**src/rtl/pipe_pkg.sv**
```systemverilog
// Shared types and constants for the pipeline stage register family.
package pipe_pkg;

  localparam int unsigned OCC_W = 2;
  localparam logic [15:0] NOP_INSTR = 16'h0800;

  typedef enum logic [1:0] {
    EMPTY = 2'd0,
    ONE   = 2'd1,
    FULL  = 2'd2
  } state_e;

  function automatic logic [OCC_W-1:0] state_occ(state_e s);
    logic [OCC_W-1:0] occ;
    occ = '0;
    unique case (s)
      EMPTY:   occ = 2'd0;
      ONE:     occ = 2'd1;
      FULL:    occ = 2'd2;
      default: occ = 2'd0;
    endcase
    return occ;
  endfunction

endpackage

```
**src/rtl/pipe_entry.sv**
```systemverilog
// One storage slot of the stage: payload register plus valid bit, cleared to NOP_VALUE.
module pipe_entry
  import pipe_pkg::*;
#(
  parameter int unsigned      WIDTH     = 32,
  parameter logic [WIDTH-1:0] NOP_VALUE = '0
) (
  input  logic             clk,
  input  logic             rst,
  input  logic             clear,
  input  logic             load,
  input  logic             drop,
  input  logic [WIDTH-1:0] din,
  output logic             valid,
  output logic [WIDTH-1:0] data
);

  logic             valid_q;
  logic [WIDTH-1:0] data_q;

  // Drop only clears the valid bit; data holds to avoid needless toggling.
  always_ff @(posedge clk) begin
    if (rst || clear) begin
      valid_q <= 1'b0;
      data_q  <= NOP_VALUE;
    end else if (load) begin
      valid_q <= 1'b1;
      data_q  <= din;
    end else if (drop) begin
      valid_q <= 1'b0;
    end
  end

  assign valid = valid_q;
  assign data  = data_q;

endmodule

```
**src/rtl/pipe_stage_skid.sv**
```systemverilog
// Pipeline stage register with valid/ready handshake, two-entry skid buffer,
// synchronous flush and NOP output on bubbles.
module pipe_stage_skid
  import pipe_pkg::*;
#(
  parameter int unsigned      WIDTH     = 32,
  parameter logic [WIDTH-1:0] NOP_VALUE = WIDTH'({16'h0000, NOP_INSTR})
) (
  input  logic             clk,
  input  logic             rst,
  input  logic             in_valid,
  input  logic [WIDTH-1:0] in_data,
  output logic             in_ready,
  output logic             out_valid,
  output logic [WIDTH-1:0] out_data,
  input  logic             out_ready,
  input  logic             flush,
  output logic [OCC_W-1:0] occupancy
);

  state_e           state_q, state_d;
  logic             in_ready_q;
  logic [OCC_W-1:0] occ_q;

  logic             main_valid, skid_valid;
  logic [WIDTH-1:0] main_data, skid_data;
  logic             main_load, main_drop, skid_load, skid_drop;
  logic [WIDTH-1:0] main_din;
  logic             accept, consume;

  // A payload offered during flush is lost even if in_ready is high.
  assign accept  = in_valid & in_ready_q & ~flush;
  assign consume = main_valid & out_ready;

  always_comb begin
    state_d   = state_q;
    main_load = 1'b0;
    main_drop = 1'b0;
    skid_load = 1'b0;
    skid_drop = 1'b0;
    main_din  = in_data;
    unique case (state_q)
      EMPTY: begin
        if (accept) begin
          main_load = 1'b1;
          state_d   = ONE;
        end
      end
      ONE: begin
        if (accept && consume) begin
          main_load = 1'b1;
        end else if (accept) begin
          skid_load = 1'b1;
          state_d   = FULL;
        end else if (consume) begin
          main_drop = 1'b1;
          state_d   = EMPTY;
        end
      end
      FULL: begin
        if (consume) begin
          main_load = 1'b1;
          main_din  = skid_data;
          skid_drop = 1'b1;
          state_d   = ONE;
        end
      end
      default: state_d = EMPTY;
    endcase
    if (flush) begin
      state_d = EMPTY;
    end
  end

  // Handshake/occupancy outputs are registered from the next state.
  always_ff @(posedge clk) begin
    if (rst) begin
      state_q    <= EMPTY;
      in_ready_q <= 1'b1;
      occ_q      <= '0;
    end else begin
      state_q    <= state_d;
      in_ready_q <= (state_d != FULL);
      occ_q      <= state_occ(state_d);
    end
  end

  pipe_entry #(
    .WIDTH     (WIDTH),
    .NOP_VALUE (NOP_VALUE)
  ) u_main (
    .clk   (clk),
    .rst   (rst),
    .clear (flush),
    .load  (main_load),
    .drop  (main_drop),
    .din   (main_din),
    .valid (main_valid),
    .data  (main_data)
  );

  pipe_entry #(
    .WIDTH     (WIDTH),
    .NOP_VALUE (NOP_VALUE)
  ) u_skid (
    .clk   (clk),
    .rst   (rst),
    .clear (flush),
    .load  (skid_load),
    .drop  (skid_drop),
    .din   (in_data),
    .valid (skid_valid),
    .data  (skid_data)
  );

  assign in_ready  = in_ready_q;
  assign occupancy = occ_q;
  assign out_valid = main_valid;
  assign out_data  = main_valid ? main_data : NOP_VALUE;

endmodule
```
**config.mk**
```make
export PLATFORM = sky130hd
export DESIGN_NAME = pipe_stage_skid
export DESIGN_NICKNAME = d
export VERILOG_FILES = /design/src/rtl/pipe_pkg.sv /design/src/rtl/pipe_entry.sv /design/src/rtl/pipe_stage_skid.sv
export SDC_FILE = /design/constraint.sdc
export NUM_CORES = 1
export LEC_CHECK = 0
export ABC_AREA = 0
export CAP_MARGIN = 5
export CORE_MARGIN = 2
export CORE_UTILIZATION = 34
export CTS_CLUSTER_DIAMETER = 30
export CTS_CLUSTER_SIZE = 10
export DETAILED_ROUTE_END_ITERATION = 8
export DONT_BUFFER_PORTS = 1
export SYNTH_ARGS = -nofsm -noshare
export SYNTH_HDL_FRONTEND = slang
export SYNTH_SLANG_ARGS = --single-unit
export TNS_END_PERCENT = 10
```
**constraint.sdc**
```tcl
create_clock -name clk -period 3 [get_ports clk]
set_input_delay 0.45 -clock clk [delete_from_list [all_inputs] [get_ports clk]]
set_output_delay 0.45 -clock clk [all_outputs]
set_load 0.01 [all_outputs]
```
==> impl_results.md <==
- Post-Syn Nets: roughly 380
- Sum Neg Setup Slack: 0 ns
- Register area: about 1400 sq um
- Worst r2r dst: u_skid.data[29]$_SDFFE_PP0P_
- Synth top cells by count: 70 x dfxtp_1, 68 x nand2_1, 34 x nor2_1
- Drt via density: 5.00
- Chip width: around 100 um
- Cell Rows: 35
- Post-synthesis compound-gate area fraction: 18.9%
- Fmax: around 490 MHz
- CP startpoint kind: register
- Relative slew slack: a little under a quarter
- Die Span Y: 100 um
- Ys async rst share: 0%
- Final setup vio count: 0
- Synth Flop Type: dfxtp_1
- Largest area contributor in the netlist: dfxtp_1
- Detail Route Antenna Nets: 0
- Initial antenna violation count: 0
- Simple-Gate Fraction of Synth Area: between 20% and 30%
- CTS tree: built
- Fraction of layout cells with a size suffix above 1: approximately 17%
- Cell Area, Synth: between 3000 and 4000 sq um
- Worst-Skew Late Latency: 0.35 ns
- Vias: 2,265
- Register area share after synthesis: 44.6%
- Worst-margin pin slew: between 1 and 1.5 ns
- Clock share of power: between 40% and 50%
- TritonCTS Buffers: 9
- Most frequent cell after synthesis: dfxtp_1
- Largest family of logic cells by synthesized area: simple AND/OR/NAND/NOR gates
- DRT iter0 DRCs: 84
- CP Capture Point: u_skid.data[29]$_SDFFE_PP0P_
- R2R Setup Slk: about 1 ns
- Net switching power: 0.464 mW
- Multi-input gate area: 1580 sq um
- CTS sink count: 70
- Clock root cell: clkbuf_8
- Crit Path Class: reg -> reg
- Clk slew on worst S/H paths: around 0.08 ns
- Logic pwr share: around 6.5%
- Area Growth Syn to Fin: 8.64%
- Synth top area share: 44.6%
- Initial core utilization: about a third
- Filler cells: 930
- Max Slew Vio Count: 0
- Port Buffer Count: 0
- Worst-path maximum fanout: 21
- Vias in the first global route: roughly 2.2k
- Setup Skew: ~0.0080 ns
- Die area: 10,000 sq um
- FF-to-FF path depth: 6
- Yosys warnings: 0
- Yosys cell types: 28
- H-tree levels: 3
- Avg Cell Area, Syn: between 9 and 10 sq um
- GRT overflow: 0
- Routed WL per cell: between 15 and 20 um
- Crit. End Element: register
- Hold Buf Count CTS: 0
- Reg power frac: between 40% and 50%
- Seq cells post-synth: 70
- Post-synthesis mux area share: a little over a tenth
- Worst Setup SP: u_main.valid$_SDFFE_PP0P_
- Adder-Cell Fraction of Synth Area: 0%
- Synth Area in XOR/XNOR: 0.279%
- Fin crit share: 67.4%
- Nets: 374
- Pwr dens: roughly 560 nW/um^2
- Mapped Cells: 345
- Total power: about 1.9 mW
- Residual DRC count: 0
- Max IR drop VDD: just under 0.0003 V
- Initial DRT Pass Iterations: 4
- DRT Wirelength: slightly below 7000 um
- Ant diodes: 0
- Data arrival, critical path: roughly 2.3 ns
- Clock Path Buffers: 2
- Max-cap violation count: 0
- Global-route wire length before repair: around 11,000 um
- Crit path time final: approximately 2.0 ns
- Post-synth EDFFs: 0
- Number of I/O pins: 73
- LEAKAGE: between 1 and 1.5 nW
- Post-CTS Setup Repair Bufs: 0
- Dpl hpwl: between 4000 and 5000 um
- Sw frac: between 20 and 25%
- Hold violation total from the final report: 0
- # resized after CTS: 0
- Top cells by area, synth: dfxtp_1 45%, a211oi_2 11%, mux2i_1 11%
- Routability cong.: roughly 0.75
- Core Box Area: ~9100 sq um
- Int Pwr: between 1 and 1.5 mW
- Total GRT Usage: a little over an eighth
- Req. time, crit path: 3.26 ns
- Worst hold path type: in -> reg
- FF-to-FF Start: u_main.valid$_SDFFE_PP0P_
- Maximum number of pins on one net before global-route repair: between 40 and 50
- RSZ-0062 raised after global routing: false
- Outcome: finished clean
==> placed cells by master (no fill, tap or decap), types with 2 or more instances in the layout <==
master | synthesis | layout
bufinv_16 | 0 | 2
clkbuf_8 | 0 | 9
nor2_1 | 34 | 34
a211oi_2 | 28 | 28
nand2_1 | 68 | 68
and2_1 | 32 | 32
dfxtp_1 | 70 | 70
mux2i_1 | 33 | 33
o21ai_0 | 2 | 2
buf_4 | 5 | 9
a211oi_1 | 5 | 5
clkinvlp_4 | 0 | 2
a21oi_1 | 32 | 32
==> routing by layer <==
layer  vias to the layer above  part of all wire (%)  global-route usage (%)
li1                       1142                     -                       -
met1                      1053                    47                    17.8
met2                        61                    44                    20.9
met3                         9                   7.4                    5.71
met4                         0                   1.1                    4.11
met5                         -                     0                       0
==> layout make-up <==
cell class	instances	share of cell area, %
clock buffer	9	3.63
clock inverter	7	2.86
inverter	1	0.110
multi-input combinational	246	46.3
sequential	70	41.0
tap	111	4.07
timing repair buffer	9	1.98
==> stage by stage <==
stage | area, sq um | hold slack [ns] | setup WS (ns) | instances | utilization (%)
2_1_floorplan | 3140 | 0.431 | 1.42 | 345 | -
3_3_place_gp | 3190 | 0.441 | 1.02 | 437 | 35.1
3_5_place_dp | 3190 | 0.446 | 0.964 | 437 | 35.1
4_1_cts | 3420 | 0.181 | 0.946 | 453 | 37.5
5_1_grt | 3420 | 0.188 | 0.792 | 453 | 37.5
6_report | 3420 | 0.202 | 0.979 | 453 | 37.5
==> cell families (layout without fill, tap and decap cells) <==
logic type                Yosys count  after routing
AOI/OAI and AO/OA                  70             70
xor gates and xnor gates            1              1
buffers and inverters              29             26
DFF                                70             70
muxes                              34             34
and+or+nand+nor                   141            141
==> state kept, by name (all words and copies together), names as in the netlist <==
| register | count |
|---|---|
| in_ready | 1 |
| u_skid.data | 32 |
| u_main.data | 32 |
| u_main.valid | 1 |
| state_q | 2 |
| occupancy | 2 |
==> worst min-delay path by stage <==
| stage | cells after the start | from | end |
|---|---|---|---|
| 6_report | 1 | out_ready | occupancy[1]$_SDFF_PP0_ |
| 5_1_grt | 1 | out_ready | occupancy[1]$_SDFF_PP0_ |
| 4_1_cts | 1 | out_ready | occupancy[1]$_SDFF_PP0_ |
| 3_5_place_dp | 2 | u_skid.data[7]$_SDFFE_PP0P_ | u_skid.data[7]$_SDFFE_PP0P_ |
| 3_3_place_gp | 2 | u_skid.data[16]$_SDFFE_PP0P_ | u_skid.data[16]$_SDFFE_PP0P_ |
| 2_1_floorplan | 2 | u_main.data[11]$_SDFFE_PP1P_ | u_main.data[11]$_SDFFE_PP1P_ |
==> power by group through the flow <==
stage | clock network (mW) | logic [mW] | registers, mW
floorplan | 0 | 0.112 | 0.977
global placement | 0 | 0.125 | 0.979
detailed placement | 0 | 0.127 | 0.980
CTS | 0.870 | 0.128 | 0.958
global route | 0.905 | 0.142 | 0.960
finish | 0.841 | 0.126 | 0.958
==> critical path, cell delays in order, from the launching register on <==
cell and delay (ns):
dfxtp_1 0.31, buf_4 0.21, a21boi_2 0.28, and2_1 0.61, buf_4 0.33, nand2_1 0.07
a21oi_1 0.12
No activity file was read; power rests on OpenSTA's default activity.
